--- src/rtl/alu_arbiter.sv ---
// alu_arbiter: shares one combinational ALU between two requesters.
// Round-robin grant in IDLE, one operation in flight (IDLE -> EXEC -> RESP),
// and the captured result is returned on the owner's response channel.
module alu_arbiter #(
    parameter int WIDTH = 32,
    parameter int FW    = 12
) (
    input  logic             clk,
    input  logic             rstn,
    // port 0 command channel
    input  logic             req0_valid,
    output logic             req0_ready,
    input  logic [WIDTH-1:0] req0_a,
    input  logic [WIDTH-1:0] req0_b,
    input  logic [FW-1:0]    req0_f,
    // port 1 command channel
    input  logic             req1_valid,
    output logic             req1_ready,
    input  logic [WIDTH-1:0] req1_a,
    input  logic [WIDTH-1:0] req1_b,
    input  logic [FW-1:0]    req1_f,
    // response channels (result and error shared, qualified per port)
    output logic             rsp0_valid,
    input  logic             rsp0_ready,
    output logic             rsp1_valid,
    input  logic             rsp1_ready,
    output logic [WIDTH-1:0] rsp_y,
    output logic             rsp_err,
    // ALU interface
    output logic [WIDTH-1:0] alu_a,
    output logic [WIDTH-1:0] alu_b,
    output logic [FW-1:0]    alu_f,
    input  logic [WIDTH-1:0] alu_y,
    // status
    output logic             busy
);

    typedef enum logic [1:0] {
        S_IDLE = 2'd0,
        S_EXEC = 2'd1,
        S_RESP = 2'd2
    } state_t;

    state_t           r_state;
    state_t           w_state_next;

    logic             r_last_grant;   // port granted most recently
    logic             r_owner;        // port that issued the op in flight
    logic [WIDTH-1:0] r_a;
    logic [WIDTH-1:0] r_b;
    logic [FW-1:0]    r_f;
    logic [WIDTH-1:0] r_y;
    logic             r_err;

    logic             w_gnt_valid;
    logic             w_gnt_port;
    logic             w_accept;
    logic             w_rsp_done;
    logic             w_f_onehot;
    logic [WIDTH-1:0] w_sel_a;
    logic [WIDTH-1:0] w_sel_b;
    logic [FW-1:0]    w_sel_f;

    // Round-robin grant: a lone requester wins; on a tie the port that was
    // not granted last time wins.
    always_comb begin
        w_gnt_valid = 1'b0;
        w_gnt_port  = 1'b0;
        if (req0_valid && req1_valid) begin
            w_gnt_valid = 1'b1;
            w_gnt_port  = ~r_last_grant;
        end else if (req0_valid) begin
            w_gnt_valid = 1'b1;
            w_gnt_port  = 1'b0;
        end else if (req1_valid) begin
            w_gnt_valid = 1'b1;
            w_gnt_port  = 1'b1;
        end
    end

    // Internal accept ignores rstn: while reset is asserted the flops are held
    // anyway, so only the visible ready outputs need to be forced low.
    assign w_accept   = (r_state == S_IDLE) && w_gnt_valid;
    assign req0_ready = rstn && w_accept && !w_gnt_port;
    assign req1_ready = rstn && w_accept &&  w_gnt_port;

    assign w_sel_a = w_gnt_port ? req1_a : req0_a;
    assign w_sel_b = w_gnt_port ? req1_b : req0_b;
    assign w_sel_f = w_gnt_port ? req1_f : req0_f;

    // Only the owner's ready completes the response; the other is ignored.
    assign w_rsp_done = (r_state == S_RESP) && (r_owner ? rsp1_ready : rsp0_ready);

    // Exactly one bit set: non-zero and clearing the lowest set bit leaves zero.
    assign w_f_onehot = (r_f != '0) && ((r_f & (r_f - FW'(1))) == '0);

    // Next-state logic for the single-operation pipeline.
    always_comb begin
        w_state_next = r_state;
        case (r_state)
            S_IDLE:  if (w_accept)   w_state_next = S_EXEC;
            S_EXEC:                  w_state_next = S_RESP;
            S_RESP:  if (w_rsp_done) w_state_next = S_IDLE;
            default:                 w_state_next = S_IDLE;
        endcase
    end

    // State register.
    always_ff @(posedge clk or negedge rstn) begin
        if (!rstn) begin
            r_state <= S_IDLE;
        end else begin
            r_state <= w_state_next;
        end
    end

    // Command latch on accept and result capture at the end of EXEC.
    always_ff @(posedge clk or negedge rstn) begin
        if (!rstn) begin
            r_last_grant <= 1'b1;   // so port 0 wins the first tie
            r_owner      <= 1'b0;
            r_a          <= '0;
            r_b          <= '0;
            r_f          <= '0;
            r_y          <= '0;
            r_err        <= 1'b0;
        end else begin
            if (w_accept) begin
                r_a          <= w_sel_a;
                r_b          <= w_sel_b;
                r_f          <= w_sel_f;
                r_owner      <= w_gnt_port;
                r_last_grant <= w_gnt_port;
            end
            if (r_state == S_EXEC) begin
                r_y   <= alu_y;
                r_err <= !w_f_onehot;
            end
        end
    end

    // ALU drive: operands hold their last value, f is only presented in EXEC
    // so the ALU output is zero otherwise.
    assign alu_a = r_a;
    assign alu_b = r_b;
    assign alu_f = (r_state == S_EXEC) ? r_f : '0;

    assign rsp0_valid = (r_state == S_RESP) && !r_owner;
    assign rsp1_valid = (r_state == S_RESP) &&  r_owner;
    assign rsp_y      = r_y;
    assign rsp_err    = r_err;
    assign busy       = (r_state != S_IDLE);

endmodule
--- config.mk ---
export PLATFORM = sky130hd
export DESIGN_NAME = alu_arbiter
export DESIGN_NICKNAME = d
export VERILOG_FILES = /design/src/rtl/alu_arbiter.sv
export SDC_FILE = /design/constraint.sdc
export NUM_CORES = 1
export LEC_CHECK = 0
export CAP_MARGIN = 20
export CORE_UTILIZATION = 31
export DETAILED_ROUTE_END_ITERATION = 8
export PLACE_DENSITY = 0.73
export SLEW_MARGIN = 40
export SYNTH_ARGS = -nofsm -noshare
export SYNTH_HDL_FRONTEND = slang
export SYNTH_SLANG_ARGS = --single-unit
--- constraint.sdc ---
create_clock -name clk -period 2.5 [get_ports clk]
set_input_delay 0.25 -clock clk [delete_from_list [all_inputs] [get_ports clk]]
set_output_delay 0.25 -clock clk [all_outputs]
set_load 0.03 [all_outputs]
==> report_table.html <==
<table>
<tr><th>Metric</th><th>Value</th></tr>
<tr><th colspan="2">STA</th></tr>
<tr><td>Worst-case hold slack</td><td>-0.03248 ns</td></tr>
<tr><td>Post-Route Skew</td><td>between 0.006 and 0.007 ns</td></tr>
<tr><td>Slew @ Worst Pin</td><td>between 0.6 and 0.7 ns</td></tr>
<tr><td>Final Setup Violations</td><td>0</td></tr>
<tr><td>Worst-case headroom to the max-slew limit</td><td>about three fifths</td></tr>
<tr><td>Post-layout min period</td><td>between 2 and 2.5 ns</td></tr>
<tr><td>Peak clock frequency supported by timing</td><td>~0.42 GHz</td></tr>
<tr><td>TNS Setup</td><td>0 ns</td></tr>
<tr><td>Period utilisation layout</td><td>between 90% and 100%</td></tr>
<tr><td>Setup slack after layout</td><td>0.1370 ns</td></tr>
<tr><td>Endpoints failing hold</td><td>22</td></tr>
<tr><td>Slew Viols, Final</td><td>0</td></tr>
<tr><td>Unrepaired setup endpoints after global routing</td><td>false</td></tr>
<tr><th colspan="2">Pwr</th></tr>
<tr><td>Power density relative to cell area</td><td>roughly 1300 nW/µm²</td></tr>
<tr><td>Peak VDD IR</td><td>0.5965 mV</td></tr>
<tr><td>Static leakage</td><td>3.842 nW</td></tr>
<tr><th colspan="2">Setup path</th></tr>
<tr><td>Critical R2R Capture</td><td>rsp_err</td></tr>
<tr><td>Worst setup path startpoint</td><td>r_state[1]</td></tr>
<tr><td>Launching element type of the critical path</td><td>flip-flop</td></tr>
<tr><td>Delay of the slowest cell on the worst path</td><td>approximately 0.67 ns</td></tr>
<tr><td>Reg2Reg Setup Slack</td><td>between 0.6 and 0.7 ns</td></tr>
<tr><td>Slowest stage cell, crit path</td><td>clkdlybuf4s50_1</td></tr>
<tr><td>Number of logic stages on the critical path including buffering</td><td>5</td></tr>
<tr><td>Launch instance of the worst register-to-register path</td><td>r_f[2]</td></tr>
<tr><td>Reg2Reg Depth</td><td>4</td></tr>
<tr><td>Worst-path cell chain</td><td>or2_1, nor2_4, nand2_1, nor2_1, clkdlybuf4s50_1</td></tr>
<tr><td>Type of element capturing the critical path</td><td>primary output</td></tr>
<tr><td>CP required</td><td>around 2.3 ns</td></tr>
<tr><td>Data arrival at the endpoint of the critical path</td><td>about 2.1 ns</td></tr>
<tr><td>Buffer and inverter count on the worst path</td><td>1</td></tr>
<tr><td>Worst Setup Path Type</td><td>flip-flop to primary output</td></tr>
<tr><td>Largest delay share family, worst path</td><td>buffers and inverters</td></tr>
<tr><td>CP Capture Point</td><td>req0_ready</td></tr>
<tr><td>Maximum fanout along the worst path</td><td>4</td></tr>
<tr><th colspan="2">Logic synthesis</th></tr>
<tr><td>Number of distinct standard cells referenced by the synthesized netlist</td><td>32</td></tr>
<tr><td>Avg Cell Area, Syn</td><td>9.736 µm²</td></tr>
<tr><td>Synthesized net count</td><td>around 700</td></tr>
<tr><td>Number of synthesized flops with an enable pin</td><td>0</td></tr>
<tr><td>Gate Count Post-Synth</td><td>roughly 520</td></tr>
<tr><td>Number of warnings issued by yosys</td><td>0</td></tr>
<tr><td>Asr flop ratio synth</td><td>100.0%</td></tr>
<tr><td>Primary flip-flop cell chosen by synthesis mapping</td><td>dfrtp_1</td></tr>
<tr><td>Sequential element share of the synthesized area</td><td>55.77%</td></tr>
<tr><td>Post-synthesis register bit count</td><td>around 110</td></tr>
<tr><td>Mapped cell area</td><td>approximately 5000 µm²</td></tr>
<tr><th colspan="2">Finish</th></tr>
<tr><td>Fraction of final layout cells sized beyond drive strength 1</td><td>under 10%</td></tr>
<tr><td>Ant diodes</td><td>0</td></tr>
<tr><td>Area overhead of the layout relative to synthesis</td><td>77.33%</td></tr>
<tr><td>Post-layout nets</td><td>just over 1,000</td></tr>
<tr><th colspan="2">Clocking</th></tr>
<tr><td>CTS clock-pin slew for the worst setup and hold paths</td><td>0.05 ns</td></tr>
<tr><td>Skew-Pair Late Insertion Delay</td><td>0.41 ns</td></tr>
<tr><td>CTS Hold Bufs</td><td>0</td></tr>
<tr><td>Post_cts resized</td><td>0</td></tr>
<tr><td>Buffer levels on the longest clock path</td><td>2</td></tr>
<tr><td>Library cell used as clock root buffer</td><td>clkbuf_16</td></tr>
<tr><td>Count of H-tree levels built during CTS</td><td>4</td></tr>
<tr><td>TritonCTS clock tree</td><td>yes</td></tr>
<tr><td>Number of buffers added by the clock tree synthesis step</td><td>17</td></tr>
<tr><td>Post CTS Setup Buffer Count</td><td>0</td></tr>
<tr><td>Clock Sinks</td><td>between 100 and 150</td></tr>
<tr><th colspan="2">Floorplan</th></tr>
<tr><td>Number of top-level design ports</td><td>304</td></tr>
<tr><td>Initial Util</td><td>31.82%</td></tr>
<tr><td>Die span in y</td><td>around 130 µm</td></tr>
<tr><td>Total Die Area</td><td>roughly 17,000 µm²</td></tr>
<tr><td>DIE WIDTH</td><td>about 130 µm</td></tr>
<tr><td>CORE AREA</td><td>~16,000 µm²</td></tr>
<tr><td>Placement row count</td><td>46</td></tr>
<tr><th colspan="2">Detailed routing</th></tr>
<tr><td>Via total after detailed routing</td><td>4,713</td></tr>
<tr><td>Detailed-route vias per instance</td><td>4.510</td></tr>
<tr><td>Drt total wl</td><td>between 15 and 20 mm</td></tr>
<tr><td>DRC violations left</td><td>0</td></tr>
<tr><td>1st-iter DRT viols</td><td>between 150 and 200</td></tr>
<tr><td>Total iterations of the first detailed-routing run</td><td>6</td></tr>
<tr><td>Routed wire length per instance</td><td>roughly 15 µm</td></tr>
<tr><td>Count of nets left with antenna violations after detail routing</td><td>0</td></tr>
<tr><th colspan="2">GRT</th></tr>
<tr><td>Antenna violations before repair</td><td>0</td></tr>
<tr><td>First-pass GRT wire length</td><td>around 24 mm</td></tr>
<tr><td>Global route overflow</td><td>0</td></tr>
<tr><td>Vias in the first global route</td><td>4,702</td></tr>
<tr><td>Total routing usage reported by global routing</td><td>~19%</td></tr>
<tr><td>Maximum number of pins on one net before global-route repair</td><td>around 120</td></tr>
<tr><th colspan="2">Placement</th></tr>
<tr><td>Quantity of I/O buffers inserted on ports</td><td>303</td></tr>
<tr><td>Pre-CTS WS</td><td>between 0.4 and 0.5 ns</td></tr>
<tr><td>Final weighted congestion of routability-driven global placement</td><td>0.7358</td></tr>
<tr><td>Final HPWL from detailed placement</td><td>between 10 and 15 mm</td></tr>
<tr><th colspan="2">Worst hold path</th></tr>
<tr><td>Min-Delay Path Class</td><td>primary input to async pin</td></tr>
<tr><th colspan="2">Run status</th></tr>
<tr><td>Run status</td><td>finished with violations</td></tr>
<tr><td>Violated checks</td><td>negative hold slack</td></tr>
<tr><th colspan="2">Run</th></tr>
<tr><td>Number of max-cap violations</td><td>0</td></tr>
</table>
## layer usage
metal  track usage [%]  wire length, µm
met5                 0                0
met4             6.361              201
met3             7.708             1535
met2             32.02             7723
met1             20.72             6045
## power breakdown
| group | leakage, nW | internal (W) | switching, W |
|---|---|---|---|
| logic | 2.26 | 0.00251 | 0.00354 |
| clock network | 0.295 | 0.00165 | 0.000873 |
| registers | 1.29 | 0.00274 | 0.000572 |
## synthesized netlist by cell type (2+ instances only)
master / number / area [µm²]
a21oi_1: 77 / 385.4
and2_1: 11 / 68.82
buf_1: 3 / 11.26
buf_2: 9 / 45.04
clkbuf_1: 23 / 86.33
dfrtp_1: 112 / 2803
inv_1: 2 / 7.510
mux2i_1: 76 / 760.7
nand2_1: 98 / 367.9
nand2b_1: 2 / 12.51
nor2_1: 83 / 311.6
o21ai_0: 4 / 20.02
or4_4: 2 / 22.52
## state kept, by name, indices dropped and copies added, names as in the netlist
register / count
rsp_y: 32
r_f: 12
rsp_err: 1
alu_b: 32
r_owner: 1
alu_a: 32
r_last_grant: 1
r_state: 2
## cell usage in the layout (no fill, tap or decap), types with 3 or more instances in the layout
cell type	instances
clkbuf_8	3
nor2_1	82
dfrtp_1	112
buf_4	5
clkbuf_16	17
clkinvlp_4	4
mux2i_1	76
o21ai_0	4
buf_12	5
bufinv_16	3
nand2_1	98
and2_1	11
clkdlybuf4s50_1	301
a21oi_1	77
## cell type report
class,instances,area (µm²)
clock buffers,20,466.7
clock inverters,12,156.4
fillers,1420,6948
inverters,2,7.507
multi-input cells,371,2115
flip-flops and latches,113,2829
well taps,216,270.3
repair buffers,311,3151
## worst min-delay path by stage
stage | slack [ns] | endpoint | cells past startpoint | start
floorplan | -0.05 | alu_a[0] | 0 | rstn
finish | -0.03 | r_f[6] | 2 | rstn
CTS | 0.01 | r_f[6] | 2 | rstn
detailed placement | 0.46 | r_f[6] | 2 | rstn
global placement | 0.46 | alu_b[2] | 2 | rstn
global route | 0.02 | r_f[6] | 2 | rstn
## cells by family (layout without fill, tap and decap cells)
family,Yosys count,count (layout),synth area share (%)
AOI/OAI and AO/OA,89,89,9.398
DFF,113,113,55.77
and+or+nand+nor,204,204,16.45
adders and majority gates,1,1,0.1973
buffers and inverters,37,345,2.960
muxes,77,77,15.22
## through the flow
stage          util [%]  hold slack, ns  instances  total power, W  cell area [µm²]
2_1_floorplan         -        -0.04559        521        0.006732             5072
3_3_place_gp      52.51          0.4562       1013        0.009340             8372
3_5_place_dp      52.51          0.4561       1013        0.009443             8372
4_1_cts           56.42         0.01313       1045         0.01204             8995
5_1_grt           56.42         0.01992       1045         0.01259             8995
6_report          56.42        -0.03248       1045         0.01188             8995
No activity file was read; power rests on OpenSTA's default activity.
